<file path="src/rtl/spike_fetch_encoder_pkg.sv">
// Shared types and default sizes for the spike fetch encoder.
// Event stream geometry and run length live here.
package spike_fetch_encoder_pkg;

  localparam int SFE_WIDTH     = 256;
  localparam int SFE_IDX_W     = 8;
  localparam int SFE_ADDR_W    = 16;
  localparam int SFE_NUM_STEPS = 1002;

  typedef enum logic [2:0] {
    S_IDLE     = 3'd0,
    S_FETCH    = 3'd1,
    S_LOAD     = 3'd2,
    S_SCAN     = 3'd3,
    S_WAIT_ACK = 3'd4,
    S_DONE     = 3'd5
  } sfe_state_t;

endpackage

</file>
<file path="src/rtl/spike_fetch_encoder_prio_enc.sv">
// Lowest-set-bit encoder with any/single-bit flags.
// Purely combinational; feeds event index and last flag.
module spike_prio_enc #(
  parameter int WIDTH = 256,
  parameter int IDX_W = 8
) (
  input  logic [WIDTH-1:0] vec,
  output logic [IDX_W-1:0] idx,
  output logic             any,
  output logic             onehot
);

  always_comb begin
    idx = '0;
    for (int i = WIDTH - 1; i >= 0; i--) begin
      if (vec[i]) idx = IDX_W'(i);
    end
  end

  assign any    = |vec;
  // A single set bit survives clearing its lowest set bit as zero.
  assign onehot = any &&
                  ((vec & (vec - WIDTH'(1))) == '0);

endmodule

</file>
<file path="src/rtl/spike_fetch_encoder.sv">
// Fetches one spike word per timestep and emits one
// address-event per set bit, gated by a step acknowledge.
module spike_fetch_encoder
  import spike_fetch_encoder_pkg::*;
#(
  parameter int WIDTH     = SFE_WIDTH,
  parameter int IDX_W     = SFE_IDX_W,
  parameter int ADDR_W    = SFE_ADDR_W,
  parameter int NUM_STEPS = SFE_NUM_STEPS
) (
  input  logic              clk,
  input  logic              rst_n,
  input  logic              start,
  output logic [ADDR_W-1:0] ram_addr,
  output logic              ram_we,
  input  logic [WIDTH-1:0]  ram_data,
  output logic              evt_valid,
  input  logic              evt_ready,
  output logic [IDX_W-1:0]  evt_idx,
  output logic [ADDR_W-1:0] evt_step,
  output logic              evt_last,
  output logic              step_done,
  input  logic              step_ack,
  output logic              busy,
  output logic              done
);

  localparam logic [ADDR_W-1:0] LAST_ADDR =
    ADDR_W'(NUM_STEPS - 1);

  sfe_state_t        state, state_n;
  logic [ADDR_W-1:0] addr_n;
  logic [WIDTH-1:0]  shadow, shadow_n;
  logic              done_n;

  logic [IDX_W-1:0]  pe_idx;
  logic              pe_any;
  logic              pe_onehot;

  spike_prio_enc #(
    .WIDTH (WIDTH),
    .IDX_W (IDX_W)
  ) u_prio (
    .vec    (shadow),
    .idx    (pe_idx),
    .any    (pe_any),
    .onehot (pe_onehot)
  );

  always_ff @(posedge clk or negedge rst_n) begin
    if (!rst_n) begin
      state    <= S_IDLE;
      ram_addr <= '0;
      shadow   <= '0;
      done     <= 1'b0;
    end else begin
      state    <= state_n;
      ram_addr <= addr_n;
      shadow   <= shadow_n;
      done     <= done_n;
    end
  end

  always_comb begin
    state_n  = state;
    addr_n   = ram_addr;
    shadow_n = shadow;
    done_n   = done;
    case (state)
      S_IDLE, S_DONE: begin
        if (start) begin
          state_n = S_FETCH;
          addr_n  = '0;
          done_n  = 1'b0;
        end
      end
      S_FETCH: state_n = S_LOAD;
      S_LOAD: begin
        shadow_n = ram_data;
        state_n  = S_SCAN;
      end
      S_SCAN: begin
        if (!pe_any) begin
          state_n = S_WAIT_ACK;
        end else if (evt_ready) begin
          shadow_n = shadow & ~(WIDTH'(1) << pe_idx);
          if (pe_onehot) state_n = S_WAIT_ACK;
        end
      end
      S_WAIT_ACK: begin
        if (step_ack) begin
          if (ram_addr == LAST_ADDR) begin
            state_n = S_DONE;
            done_n  = 1'b1;
          end else begin
            addr_n  = ram_addr + ADDR_W'(1);
            state_n = S_FETCH;
          end
        end
      end
      default: state_n = S_IDLE;
    endcase
  end

  assign ram_we    = 1'b0;
  assign evt_valid = (state == S_SCAN) && pe_any;
  assign evt_idx   = evt_valid ? pe_idx : '0;
  assign evt_step  = evt_valid ? ram_addr : '0;
  assign evt_last  = evt_valid && pe_onehot;
  assign step_done = (state == S_WAIT_ACK);
  assign busy      = (state != S_IDLE) &&
                     (state != S_DONE);

endmodule

</file>
<file path="config.mk">
export PLATFORM = sky130hd
export DESIGN_NAME = spike_fetch_encoder
export DESIGN_NICKNAME = d
export VERILOG_FILES = /design/src/rtl/spike_fetch_encoder_pkg.sv /design/src/rtl/spike_fetch_encoder_prio_enc.sv /design/src/rtl/spike_fetch_encoder.sv
export SDC_FILE = /design/constraint.sdc
export NUM_CORES = 1
export LEC_CHECK = 0
export ABC_AREA = 0
export ABC_CLOCK_PERIOD_IN_PS = 4800
export CORE_ASPECT_RATIO = 0.8
export CORE_MARGIN = 2
export CORE_UTILIZATION = 30
export DETAILED_ROUTE_END_ITERATION = 16
export PLACE_DENSITY_LB_ADDON = 0.05
export SLEW_MARGIN = 15
export SYNTH_ARGS = -nofsm -noshare
export SYNTH_HDL_FRONTEND = slang
export SYNTH_HIERARCHICAL = 1
export SYNTH_SLANG_ARGS = --single-unit
</file>
<file path="constraint.sdc">
create_clock -name clk -period 4.8 [get_ports clk]
set_input_delay 0.72 -clock clk [delete_from_list [all_inputs] [get_ports clk]]
set_output_delay 0.72 -clock clk [all_outputs]
set_load 0.1 [all_outputs]
</file>
==> impl_table.tex <==
\begin{tabular}{lr}
\hline
Metric & Value \\
\hline
\multicolumn{2}{l}{\textbf{Route}} \\
Post-detailed-route wirelength per cell & 28.82 um \\
Overall via count from detail\_route & 27,080 \\
Post-route DRC violation count & 0 \\
DRT antenna net count & 0 \\
Routed wire length & 128.1 mm \\
First-pass DRT Iterations & 6 \\
Number of DRC violations after detailed-routing iteration 0 & 2,937 \\
Vias/cell & 6.093 \\
\multicolumn{2}{l}{\textbf{Yosys}} \\
Cells after Synth & 2,708 \\
Dominant register cell in the synthesized netlist & sky130\_fd\_sc\_hd\_\_dfrtp\_1 \\
Post-synth ARST share & 100.0\% \\
EDFF count, synth & 0 \\
Synthesized net count & 2,971 \\
Number of distinct standard cells referenced by the synthesized netlist & 87 \\
Seq cells post-synth & 276 \\
Avg Inst Size Synth & 7.532 um2 \\
Portion of the post-synthesis area used by sequential elements & 33.86\% \\
Synth warnings & 6 \\
Post-Syn Area & 20,400 um2 \\
\multicolumn{2}{l}{\textbf{Timing}} \\
Final-report hold violation count & 0 \\
Clock Skew & 0.01988 ns \\
Min Tclk post-route & 5.840 ns \\
Top achievable clock speed & 171.2 MHz \\
Setup slack of the critical path after layout & -1.040 ns \\
Final-report max-slew violation count & 0 \\
Final hold slack & 0.1670 ns \\
Pin slew with the least headroom to its limit & 1.132 ns \\
Worst rel slew slack & 24.20\% \\
Endpoints failing setup & 29 \\
Final critical-path share of the clock period & 121.7\% \\
RSZ-0062 raised after global routing & true \\
\multicolumn{2}{l}{\textbf{GRT}} \\
Largest net degree at the start of global routing & 113 \\
Global-route wire length before repair & 183.4 mm \\
Via count of the first global-routing pass & 25,550 \\
Total global routing track utilization & 35.54\% \\
Global-route congestion overflow total & 0 \\
Number of antenna violations at the first check in global routing & 2 \\
\multicolumn{2}{l}{\textbf{Cells and area}} \\
Filler cell count & 6,750 \\
Layout cells sized above 1 & 25.66\% \\
Register area & 6910 um2 \\
Area added between synthesis and finish & 53.82\% \\
Number of diodes & 0 \\
Area occupied by multi-input gates & 13,130 um2 \\
\# nets final & 3,771 \\
Layout Cell Area excl Fill & 31,370 um2 \\
\multicolumn{2}{l}{\textbf{Pwr}} \\
Leak Pwr & 13.06 nW \\
Clock group share of total power & 12.3\% \\
Portion of total power attributed to combinational logic & 68.0\% \\
Net Sw Frac & 50.47\% \\
Portion of total power attributed to sequential cells & 19.7\% \\
Power density over cell area & 693.9 nW/um2 \\
Switching power total & 0.01099 W \\
Power Internal & 0.01078 W \\
Max VDD drop & 0.0004109 V \\
\multicolumn{2}{l}{\textbf{Floorplanning}} \\
Boundary pin count & 307 \\
Starting density of the core & 30.30\% \\
Row count & 85 \\
Core area & 67,320 um2 \\
Die area & 70,100 um2 \\
Horiz. Die Dim & 295.5 um \\
Die span in y & 237.2 um \\
\multicolumn{2}{l}{\textbf{Worst setup path}} \\
Maximum fanout along the worst path & 10 \\
Nature of the critical path startpoint & register \\
Worst setup EP type & primary output \\
Path type of the worst setup path & reg2out \\
R2r setup slk & -0.16 ns \\
Critical path required time & 4.08 ns \\
Worst path arrival time & 5.12 ns \\
\multicolumn{2}{l}{\textbf{Placed design}} \\
Placed wire-length estimate after detailed placement & 101.4 mm \\
Post-place instance area & 29,470 um2 \\
Port Buf Inserts & 305 \\
Final weighted congestion of routability-driven global placement & 1.027 \\
\multicolumn{2}{l}{\textbf{Clocking}} \\
Clock buffers created by TritonCTS & 31 \\
Clock latency on the worst-skew pair & 0.62 ns \\
CTS tree & yes \\
Depth of the CTS H-tree & 1 \\
Number of sinks on the clock net & 276 \\
CTS root buf & sky130\_fd\_sc\_hd\_\_clkbuf\_16 \\
CTS clock-pin slew for the worst setup and hold paths & 0.07 ns \\
Clock Path Buffers & 3 \\
\multicolumn{2}{l}{\textbf{Run}} \\
Count of maximum capacitance violations & 0 \\
\multicolumn{2}{l}{\textbf{Status}} \\
Run status & finished, violations left \\
Violated checks & negative setup slack \\
\multicolumn{2}{l}{\textbf{Hold path}} \\
Min-delay worst type & in2async \\
\hline
\end{tabular}
cell families after synthesis:
group                      Yosys count  share of synthesized area, %
AOI/OAI and AO/OA                  950                         30.36
xor gates and xnor gates             2                        0.1227
adders and majority gates            8                        0.4171
other                                1                       0.01839
muxes                                5                        0.2454
DFF                                276                         33.86
and+or+nand+nor                   1183                         29.62
buffers and inverters              283                         5.349
area by class of cell:
| cell class | count | share of cell area, % |
|---|---|---|
| Tap cell | 913 | 3.641 |
| Clock buffer | 44 | 2.756 |
| Sequential cell | 276 | 22.03 |
| Inverter | 70 | 0.8375 |
| Multi-Input combinational cell | 2149 | 41.85 |
| Clock inverter | 12 | 0.7498 |
| Timing Repair Buffer | 980 | 28.14 |
placed cells by master (no fill, tap or decap), types with 12 or more instances in the layout:
cell	n
sky130_fd_sc_hd__buf_4	631
sky130_fd_sc_hd__nand2_1	360
sky130_fd_sc_hd__o21ai_0	328
sky130_fd_sc_hd__clkdlybuf4s50_1	278
sky130_fd_sc_hd__dfrtp_1	273
sky130_fd_sc_hd__nor3_1	202
sky130_fd_sc_hd__nor2_1	165
sky130_fd_sc_hd__a31oi_1	144
sky130_fd_sc_hd__a22o_1	132
sky130_fd_sc_hd__a21oi_1	88
sky130_fd_sc_hd__nor4_1	88
sky130_fd_sc_hd__inv_1	69
sky130_fd_sc_hd__nand4_1	58
sky130_fd_sc_hd__buf_12	56
sky130_fd_sc_hd__nand3_1	44
sky130_fd_sc_hd__or4_1	44
sky130_fd_sc_hd__o31ai_1	43
sky130_fd_sc_hd__clkbuf_16	32
sky130_fd_sc_hd__and2_4	23
sky130_fd_sc_hd__or3_1	23
sky130_fd_sc_hd__o21a_1	18
sky130_fd_sc_hd__o41ai_1	18
sky130_fd_sc_hd__nand2b_1	16
sky130_fd_sc_hd__nor4_2	16
sky130_fd_sc_hd__or2_2	15
sky130_fd_sc_hd__or4_4	15
sky130_fd_sc_hd__a2111oi_0	15
sky130_fd_sc_hd__buf_6	13
sky130_fd_sc_hd__o2111ai_1	13
sky130_fd_sc_hd__o22ai_1	12
Yosys cell counts (6+ instances only):
cell type                   instances  area, um2
sky130_fd_sc_hd__nand3b_1          10      75.07
sky130_fd_sc_hd__nor4_1           107      669.4
sky130_fd_sc_hd__o31a_1             7      61.31
sky130_fd_sc_hd__nand4_1           58      362.9
sky130_fd_sc_hd__o22ai_1           14      87.58
sky130_fd_sc_hd__o31ai_1           47      352.8
sky130_fd_sc_hd__dfrtp_1          276       6907
sky130_fd_sc_hd__buf_1              9      33.78
sky130_fd_sc_hd__o21ai_0          338       1692
sky130_fd_sc_hd__nand4b_1           6      52.55
sky130_fd_sc_hd__nor2_1           169      634.4
sky130_fd_sc_hd__nor2b_1           11      68.82
sky130_fd_sc_hd__nor3_1           209       1046
sky130_fd_sc_hd__o211ai_1           6      45.04
sky130_fd_sc_hd__o41ai_1           21      183.9
sky130_fd_sc_hd__a221oi_1           7      61.31
sky130_fd_sc_hd__clkbuf_1         185      694.4
sky130_fd_sc_hd__a2111oi_0         24      210.2
sky130_fd_sc_hd__maj3_1             6      60.06
sky130_fd_sc_hd__a211o_1            8      70.07
sky130_fd_sc_hd__a31oi_1          144      900.9
sky130_fd_sc_hd__o21a_1            18      135.1
sky130_fd_sc_hd__or2_2             15      93.84
sky130_fd_sc_hd__or4_1             56      420.4
sky130_fd_sc_hd__o2111ai_1         15      131.4
sky130_fd_sc_hd__a21oi_1           91      455.4
sky130_fd_sc_hd__and3_1             9      56.30
sky130_fd_sc_hd__nand3_1           44      220.2
sky130_fd_sc_hd__or3_1             24      150.1
sky130_fd_sc_hd__a22oi_1           11      82.58
sky130_fd_sc_hd__inv_1             70      262.8
sky130_fd_sc_hd__a22o_1           132       1156
sky130_fd_sc_hd__buf_2             17      85.08
sky130_fd_sc_hd__and4_1            11      96.34
sky130_fd_sc_hd__o21bai_1           9      67.56
sky130_fd_sc_hd__a211oi_1          10      75.07
sky130_fd_sc_hd__and2_1            30      187.7
sky130_fd_sc_hd__nand2_1          364       1366
sky130_fd_sc_hd__nand2b_1          16      100.1
per-stage QoR:
stage	setup TNS, ns	power [W]	cells	setup WS (ns)	utilization (%)
after floorplan	0	0.01066	2708	0.002005	-
after global placement	-41.91	0.01809	4372	-0.8975	43.78
after detailed placement	-41.53	0.01813	4372	-0.8613	43.78
after CTS	-6.727	0.02118	4434	-1.003	46.11
after global routing	-11.12	0.02282	4444	-1.119	46.60
final	-8.155	0.02177	4444	-1.040	46.60
critical path: stages (launching register included):
cell                        delay, ns
sky130_fd_sc_hd__dfrtp_1         0.41
sky130_fd_sc_hd__or4_1           0.61
sky130_fd_sc_hd__nor4_4          0.34
sky130_fd_sc_hd__buf_4           0.17
sky130_fd_sc_hd__buf_4           0.12
sky130_fd_sc_hd__nand3_1         0.07
sky130_fd_sc_hd__buf_4           0.20
sky130_fd_sc_hd__or4_1           0.45
sky130_fd_sc_hd__a222oi_1        0.24
sky130_fd_sc_hd__nand2_1         0.27
sky130_fd_sc_hd__a2111oi_0       0.39
sky130_fd_sc_hd__buf_4           0.18
sky130_fd_sc_hd__nand4_1         0.08
sky130_fd_sc_hd__nor4b_1         0.29
sky130_fd_sc_hd__and4bb_4        0.34
sky130_fd_sc_hd__and2_4          0.17
sky130_fd_sc_hd__buf_12          0.16
power groups by stage:
stage	sequential [W]	clock, W	combinational [W]
final	0.00429	0.00267	0.0148
after global routing	0.00439	0.00283	0.0156
after CTS	0.00423	0.00273	0.0142
after detailed placement	0.00425	0	0.0139
after global placement	0.00423	0	0.0139
after floorplan	0.00455	0	0.00611
final timing paths:
kind                             from     endpoint  cells after the start
max in group asynchronous       rst_n  shadow[140]                      2
hold reg to reg                  done         done                      1
setup reg to reg           shadow[31]     state[0]                     18
min in group clk                 done         done                      1
setup / recovery           shadow[31]     evt_last                     16
hold / removal                  rst_n  ram_addr[9]                      1
timing repair:
| action | CTS | global route |
|---|---|---|
| hold buffers | 0 | 0 |
| pin swaps | 23 | 20 |
| endpoints found under the setup margin | 265 | 132 |
| resized for setup | 101 | 60 |
| cloned | 0 | 1 |
| buffers inserted | 6 | 11 |
sequential cells by signal, summed over array words and instances, names as in the netlist:
| signal | count |
|---|---|
| shadow | 256 |
| ram_addr | 16 |
| done | 1 |
| state | 3 |
routing by layer:
layer | vias to the layer above | share of wire, % | global-route usage, %
met5 | - | 0.018 | 0
met4 | 4 | 2.7 | 8.660
met3 | 171 | 9.2 | 7.256
met2 | 1475 | 41 | 50.63
met1 | 13480 | 47 | 54.11
li1 | 11950 | - | -
(Power assumes the default switching activity.)
